==> config.mk <==
export PLATFORM = sky130hd
export DESIGN_NAME = stopwatch_timebase
export DESIGN_NICKNAME = d
export VERILOG_FILES = /design/src/rtl/stopwatch_timebase.sv
export SDC_FILE = /design/constraint.sdc
export NUM_CORES = 1
export LEC_CHECK = 0
export CAP_MARGIN = 20
export CORE_ASPECT_RATIO = 1.5
export CORE_MARGIN = 4
export CORE_UTILIZATION = 45
export DETAILED_ROUTE_END_ITERATION = 6
export PLACE_DENSITY = 0.73
export SLEW_MARGIN = 10
export SYNTH_ARGS = -nofsm -noshare
export SYNTH_HDL_FRONTEND = slang
export SYNTH_HIERARCHICAL = 1
export SYNTH_SLANG_ARGS = --single-unit
==> constraint.sdc <==
create_clock -name i_clk -period 2.9 [get_ports i_clk]
set_clock_uncertainty 0.05 [all_clocks]
set_input_delay 0.58 -clock i_clk [delete_from_list [all_inputs] [get_ports i_clk]]
set_output_delay 0.58 -clock i_clk [all_outputs]
set_load 0.005 [all_outputs]
==> src/rtl/stopwatch_timebase.sv <==
// Stopwatch timebase: four free-running clock dividers plus two pushbutton debouncers.
// Define STOPWATCH_BTN_PULSE_EN to add one-cycle press strobes on the debounced buttons.

module sw_divider #(
  parameter int D = 10,
  parameter int W = 4
) (
  input  logic         i_clk,
  input  logic         i_rst,
  output logic [W-1:0] o_cnt,
  output logic         o_tick,
  output logic         o_sq
);
  localparam logic [W-1:0] LP_LAST = W'(D - 1);
  localparam logic [W-1:0] LP_HALF = W'(D / 2);

  logic [W-1:0] r_cnt;
  logic         r_sq;
  logic [W-1:0] w_cnt_next;
  logic         w_wrap;

  always_comb begin
    w_wrap     = (r_cnt == LP_LAST);
    w_cnt_next = w_wrap ? '0 : r_cnt + W'(1);
  end

  // Square wave is derived from the next count so it changes on the same edge as the counter.
  always_ff @(posedge i_clk or posedge i_rst) begin
    if (i_rst) begin
      r_cnt <= '0;
      r_sq  <= 1'b0;
    end else begin
      r_cnt <= w_cnt_next;
      r_sq  <= (w_cnt_next >= LP_HALF);
    end
  end

  assign o_cnt  = r_cnt;
  assign o_tick = w_wrap;
  assign o_sq   = r_sq;
endmodule

module sw_debounce #(
  parameter int DB_CYCLES = 8
) (
  input  logic i_clk,
  input  logic i_rst,
`ifdef STOPWATCH_BTN_PULSE_EN
  output logic o_press,
`endif
  input  logic i_raw,
  output logic o_level
);
  localparam int CW = (DB_CYCLES > 1) ? $clog2(DB_CYCLES) : 1;
  localparam logic [CW-1:0] LP_LAST = CW'(DB_CYCLES - 1);

  logic          r_sync1;
  logic          r_sync2;
  logic          r_stable;
  logic [CW-1:0] r_cnt;
  logic          w_accept;

  assign w_accept = (r_sync2 != r_stable) && (r_cnt == LP_LAST);

  always_ff @(posedge i_clk or posedge i_rst) begin
    if (i_rst) begin
      r_sync1  <= 1'b0;
      r_sync2  <= 1'b0;
      r_stable <= 1'b0;
      r_cnt    <= '0;
    end else begin
      r_sync1 <= i_raw;
      r_sync2 <= r_sync1;
      if (r_sync2 == r_stable) begin
        r_cnt <= '0;
      end else if (w_accept) begin
        r_stable <= r_sync2;
        r_cnt    <= '0;
      end else begin
        r_cnt <= r_cnt + CW'(1);
      end
    end
  end

  assign o_level = r_stable;

`ifdef STOPWATCH_BTN_PULSE_EN
  logic r_press;

  // Registered alongside r_stable so the strobe lines up with the rising level.
  always_ff @(posedge i_clk or posedge i_rst) begin
    if (i_rst) r_press <= 1'b0;
    else       r_press <= w_accept & r_sync2;
  end

  assign o_press = r_press;
`endif
endmodule

module stopwatch_timebase #(
  parameter int DIV_1HZ   = 100000000,
  parameter int DIV_2HZ   = 50000000,
  parameter int DIV_7SEG  = 262144,
  parameter int DIV_ADJ   = 20000000,
  parameter int DB_CYCLES = 1000000
) (
  input  logic        i_clk,
  input  logic        i_rst,
  input  logic        i_btn_right,
  input  logic        i_btn_center,
  output logic [26:0] o_cnt_1hz,
  output logic [25:0] o_cnt_2hz,
  output logic [17:0] o_cnt_7seg,
  output logic [25:0] o_cnt_adj,
  output logic        o_tick_1hz,
  output logic        o_tick_2hz,
  output logic        o_tick_7seg,
  output logic        o_tick_adj,
  output logic        o_clk_1hz,
  output logic        o_clk_2hz,
  output logic        o_clk_7seg,
  output logic        o_clk_adj,
`ifdef STOPWATCH_BTN_PULSE_EN
  output logic        o_btn_reset_press,
  output logic        o_btn_set_pause_press,
`endif
  output logic        o_btn_reset,
  output logic        o_btn_set_pause
);
  sw_divider #(.D(DIV_1HZ), .W(27)) u_div_1hz (
    .i_clk(i_clk), .i_rst(i_rst), .o_cnt(o_cnt_1hz), .o_tick(o_tick_1hz), .o_sq(o_clk_1hz)
  );

  sw_divider #(.D(DIV_2HZ), .W(26)) u_div_2hz (
    .i_clk(i_clk), .i_rst(i_rst), .o_cnt(o_cnt_2hz), .o_tick(o_tick_2hz), .o_sq(o_clk_2hz)
  );

  sw_divider #(.D(DIV_7SEG), .W(18)) u_div_7seg (
    .i_clk(i_clk), .i_rst(i_rst), .o_cnt(o_cnt_7seg), .o_tick(o_tick_7seg), .o_sq(o_clk_7seg)
  );

  sw_divider #(.D(DIV_ADJ), .W(26)) u_div_adj (
    .i_clk(i_clk), .i_rst(i_rst), .o_cnt(o_cnt_adj), .o_tick(o_tick_adj), .o_sq(o_clk_adj)
  );

  sw_debounce #(.DB_CYCLES(DB_CYCLES)) u_db_right (
    .i_clk(i_clk),
    .i_rst(i_rst),
`ifdef STOPWATCH_BTN_PULSE_EN
    .o_press(o_btn_reset_press),
`endif
    .i_raw(i_btn_right),
    .o_level(o_btn_reset)
  );

  sw_debounce #(.DB_CYCLES(DB_CYCLES)) u_db_center (
    .i_clk(i_clk),
    .i_rst(i_rst),
`ifdef STOPWATCH_BTN_PULSE_EN
    .o_press(o_btn_set_pause_press),
`endif
    .i_raw(i_btn_center),
    .o_level(o_btn_set_pause)
  );
endmodule

==> results.toml, run 1 <==
[floorplan]
initial_core_util = 0.4563
pin_count = 111
die_w_um = 116.1
coreArea_um2 = 17270
die_height_um = 170.1
die_area_um2 = 19740
fp-row-count = 59

[global_routing]
overflow = 0
antenna_found_initial = 0
grt_pass1_vias = 6926
grtUsageTotal = 0.2139
grt_pass1_wl_um = 33720
grt_max_degree = 29

[setup_path]
end_kind = "output port"
r2r-start = "u_div_1hz/o_cnt[8]"
cpPeakStageDelay_ps = 510
cp.arrival_ps = 2120
path_delay_family = "simple AND/OR/NAND/NOR gates"
cp_cell_sequence = "nand4_1, nor3_2, and3_1, clkdlybuf4s50_1"
critPathBufInv = 1
start_kind = "flip-flop"
path_max_fanout = 5
crit_path_start = "u_div_7seg/o_cnt[8]"
critPathSlowestCell = "clkdlybuf4s50_1"
crit_type = "reg -> out"
cp.required_ps = 2270

[synth]
ys.flop_type = "dfrtp_1"
ys.warnings.count = 6
syn_area_per_cell_um2 = 9.648
async_flop_share = 1.000
ys_seq_area_frac = 0.4667
syn_nets = 827
synth_enable_flop_cells = 0
synth.distinct_cells = 74
synth-seq-cells = 147
synth_cells = 817
synth_area_um2 = 7883

[sta]
fin_hold_ws_ps = 301.7
finalSetupViolations = 0
max_freq_mhz = 364.1
hold_violations = 0
worst_slew_pin_slew_ps = 721.1
timing.final.crit_share = 0.9472
final.setup.tns_ps = 0
drv_slew = 0
fin_crit_ps = 2747
worst_slew_margin_rel = 0.5187
rsz0062_at_grt = "false"

[cells_and_area]
nets = 982
design_area_um2 = 10210
multiInputGateArea_um2 = 3988
drive_gt1_frac = 0.1289
fillers = 1501
diodes = 0
layout_common_cells = "dfrtp_1, nor2_1, clkdlybuf4s50_1, nand2_1, xnor2_1"
post-route-util = 0.5910
layout_commonest_cell = "dfrtp_1"
area_growth_syn_to_layout_pct = 29.51
final_cells = 1198
regArea_um2 = 3682

[cts]
ctsLongestPathBuffers = 2
root_buffer = "clkbuf_16"
clock_latency_ps = 430
cts_tree = "done"
clkTransAtPathRegs_ps = 60
h-tree-depth = 4
cts.sinks = 147
cts_buffers = 17

[drt]
ant_nets = 0
drt-total-wl_um = 20100
viasPerCell = 5.629
dr.pass1.iters = 5
dr.first_iter.drc_count = 353
post_drt_wl_per_cell_um = 16.78
drcViolationCount = 0
vias = 6743

[worst_hold_path]
hold_class = "reg -> reg"
hp-start = "u_db_right/r_sync1"

[place]
portBuffers = 110
globalplace.congestion = 0.8954
hpwl_um = 14430
dp_cells = 1157
dpl_cell_area_um2 = 9427

[job]
timing.max_cap.violations = 0

[power]
power_leakage_uw = 0.004334
peakVddDrop_mv = 0.3574
power_density_nw_per_um2 = 458.3

[run_status]
status = "completed"
==> cells in the mapped netlist (17+ instances only) <==
cell type	n	share of area
a21oi_1	24	0.015
nand2_1	59	0.028
and3_1	17	0.013
nor2_1	110	0.052
inv_1	31	0.015
xor2_1	53	0.059
nor3_1	22	0.014
nand4_1	34	0.027
o21ai_0	17	0.011
dfrtp_1	147	0.47
nor4_1	21	0.017
xnor2_1	57	0.063
nand3_1	55	0.035
==> power by group <==
group | leakage (uW) | switching (uW) | internal (uW)
Clock | 0.000327 | 869 | 1660
Combinational | 0.00203 | 58.2 | 19.3
Sequential | 0.00198 | 8.18 | 2060
==> logic make-up after synthesis <==
kind of cell | Yosys count | share of synthesized area
flops | 147 | 0.4667
fa+ha+maj | 6 | 0.009524
buf+inv | 56 | 0.03270
xor+xnor | 110 | 0.1222
mux | 6 | 0.008254
compound gates | 80 | 0.06730
simple gates | 412 | 0.2933
==> state kept, by name (all words and copies together), names as in the netlist <==
register	cells
u_db_right/r_cnt	20
u_db_right/r_sync2	1
u_db_center/r_sync1	1
u_div_2hz/o_sq	1
u_db_center/r_sync2	1
u_db_right/r_sync1	1
u_db_center/o_level	1
u_div_2hz/o_cnt	26
u_div_1hz/o_sq	1
u_div_1hz/o_cnt	27
u_div_adj/o_cnt	26
u_db_right/o_level	1
u_div_7seg/o_sq	1
u_div_adj/o_sq	1
u_db_center/r_cnt	20
u_div_7seg/o_cnt	18
==> layout make-up <==
| cell class | instances | share of cell area |
|---|---|---|
| inverters | 33 | 0.01213 |
| flip-flops and latches | 147 | 0.3607 |
| well taps | 213 | 0.02611 |
| clock inverters | 12 | 0.02218 |
| clock buffers | 20 | 0.04474 |
| multi-input cells | 614 | 0.3906 |
| repair buffers | 159 | 0.1435 |
==> per-stage QoR <==
stage / power, uW / worst slack [ps]
final: 4679 / 153.2
after global routing: 4859 / 1.162
after CTS: 4742 / 34.45
after detailed placement: 2187 / 168.2
after global placement: 2185 / 232.2
after floorplan: 2155 / 301.3
==> per-layer routing <==
layer	part of all wire	routed length, um	vias up	global-route usage
met2	0.53	10610	192	0.3696
met4	0.022	442	0	0.08834
met3	0.058	1159	41	0.07150
met5	0	0	-	0
met1	0.39	7882	3305	0.2395
li1	-	-	3205	-
==> final timing paths <==
kind                                        end  cells past startpoint  slack, ps
setup / recovery                    o_tick_7seg                      4        150
hold / removal               u_db_right/r_sync2                      0        300
setup reg to reg                 u_div_1hz/o_sq                      7        230
hold reg to reg              u_db_right/r_sync2                      0        300
max in group asynchronous   u_div_7seg/o_cnt[0]                      2       1500
min in group asynchronous  u_db_right/r_cnt[11]                      2        670
==> repair_timing <==
action,4_1_cts,5_1_grt
pin swaps,5,1
buffers inserted,6,3
gates cloned,0,0
hold buffers,0,0
endpoints found under the setup margin,4,1
resized for setup,11,2
Power figures use the tool's default switching activity.
==> run 2: changes to the inputs <==
--- a/config.mk
+++ b/config.mk
@@ -6,12 +6,10 @@
 export NUM_CORES = 1
 export LEC_CHECK = 0
 export CAP_MARGIN = 20
-export CORE_ASPECT_RATIO = 1.5
 export CORE_MARGIN = 4
 export CORE_UTILIZATION = 45
 export DETAILED_ROUTE_END_ITERATION = 6
 export PLACE_DENSITY = 0.73
-export SLEW_MARGIN = 10
 export SYNTH_ARGS = -nofsm -noshare
 export SYNTH_HDL_FRONTEND = slang
 export SYNTH_HIERARCHICAL = 1
==> results.toml, run 2 (same netlist as run 1, synthesis figures left out) <==
[run_status]
status = "completed"

[cts]
cts_buffers = 17
ctsLongestPathBuffers = 2
root_buffer = "clkbuf_16"
clkTransAtPathRegs_ps = 60
cts_tree = "done"
clock_latency_ps = 410
h-tree-depth = 4
cts.sinks = 147

[setup_path]
crit_type = "reg -> out"
end_kind = "output port"
cp.required_ps = 2270
path_delay_family = "simple AND/OR/NAND/NOR gates"
start_kind = "flip-flop"
cp_cell_sequence = "ha_4, nand3_2, nor3_4, and3_1, clkdlybuf4s50_1"
cp.arrival_ps = 2160
cpPeakStageDelay_ps = 530
r2r_cells = 9
cp_num_cells = 5
path_max_fanout = 4
critPathBufInv = 1
critPathSlowestCell = "clkdlybuf4s50_1"

[place]
dp_cells = 1172
hpwl_um = 13530
portBuffers = 110
dpl_cell_area_um2 = 9464
post-place-ws_ps = 176.0
globalplace.congestion = 0.8766

[floorplan]
pin_count = 111
initial_core_util = 0.4573
die_w_um = 140.4
die_height_um = 140.4
die_area_um2 = 19700
fp-row-count = 48
coreArea_um2 = 17240

[cells_and_area]
area_growth_syn_to_layout_pct = 29.49
design_area_um2 = 10210
post-route-util = 0.5922
drive_gt1_frac = 0.1280
layout_common_cells = "dfrtp_1, nor2_1, clkdlybuf4s50_1, nand2_1, xnor2_1"
diodes = 0
largest_reg_flops = 27
nets = 981
layout_commonest_cell = "dfrtp_1"
final_cells = 1209

[power]
switching_share = 0.2057
clkPwrFrac = 0.523
combPwrFrac = 0.017
power_density_nw_per_um2 = 440.8
power_leakage_uw = 0.004338
finalPower_uw = 4499
p_seq_frac = 0.460
switchingPower_uw = 925.8
peakVddDrop_mv = 0.4263
intPower_uw = 3574

[sta]
finalSetupViolations = 0
drv_slew = 0
max_freq_mhz = 358.0
fin_crit_ps = 2793
worst_slew_margin_rel = 0.5216
worst_slew_pin_slew_ps = 716.8
hold_violations = 0
setup_ws_ps = 106.8
timing.final.crit_share = 0.9632

[global_routing]
grtUsageTotal = 0.1973
grt_pass1_vias = 6416
grt_max_degree = 29
overflow = 0
antenna_found_initial = 0
grt_pass1_wl_um = 32050

[drt]
drt-total-wl_um = 19030
vias = 6615
dr.pass1.iters = 5
ant_nets = 0
viasPerCell = 5.471
post_drt_wl_per_cell_um = 15.74
dr.first_iter.drc_count = 518
drcViolationCount = 0

[job]
timing.max_cap.violations = 0

[worst_hold_path]
hold_class = "reg -> reg"
whs_path_depth = 0
run 2: cell count changes in the layout (fill, tap and decap cells not counted), moves of 2 or more:
cell,change
bufinv_16,-2
inv_6,+2
clkinv_4,-2
dfrtp_1,+3
dfrtp_2,-3
run 2: path summary, 6_finish.rpt:
path	startpoint	to	slack [ps]
worst max-delay path	u_div_7seg/o_cnt[0]	o_tick_7seg	110
worst min-delay path	u_db_right/r_sync1	u_db_right/r_sync2	310
worst max register to register	u_div_1hz/o_cnt[1]	u_div_1hz/o_sq	240
worst min register to register	u_db_right/r_sync1	u_db_right/r_sync2	310
max in group asynchronous	i_rst	u_div_7seg/o_cnt[8]	1550
min in group asynchronous	i_rst	u_db_right/r_cnt[6]	700
run 2: final cells by class:
type | instances | area (um^2)
clock buffer | 21 | 460.4
clock inverter | 11 | 173.9
fill | 1473 | 7029
inverter | 33 | 123.9
multi-input combinational | 614 | 4028
sequential | 147 | 3679
tap | 225 | 281.5
timing repair buffer | 158 | 1461
run 2: power groups by stage:
stage          Clock, uW  Combinational (uW)  Sequential (uW)
3_5_place_dp           0                80.7             2110
6_report            2350                77.5             2070
4_1_cts             2400                81.5             2070
3_3_place_gp           0                80.0             2110
5_1_grt             2500                91.4             2070
2_1_floorplan          0                50.4             2100
run 2: per-stage QoR:
step	hold WS, ps	TNS (ps)
after floorplan	281.2	0
after global placement	286.2	0
after detailed placement	297.1	0
after CTS	311.0	0
after global routing	314.5	-11.58
final	305.6	0
run 2: repair_timing:
action                     in CTS  in global routing
hold buffers                    0                  0
buffers inserted                3                  2
resized for setup              10                  8
setup endpoints to repair       3                  3
pin swaps                       4                  3
run 2: metal layers:
| metal | vias to the layer above | GRT usage | part of all wire | wire length (um) |
|---|---|---|---|---|
| met4 | 0 | 0.05711 | 0.014 | 263 |
| met5 | - | 0 | 0 | 0 |
| met2 | 168 | 0.3133 | 0.47 | 8933 |
| met1 | 3197 | 0.2683 | 0.47 | 8860 |
| met3 | 25 | 0.05053 | 0.051 | 974 |
| li1 | 3225 | - | - | - |
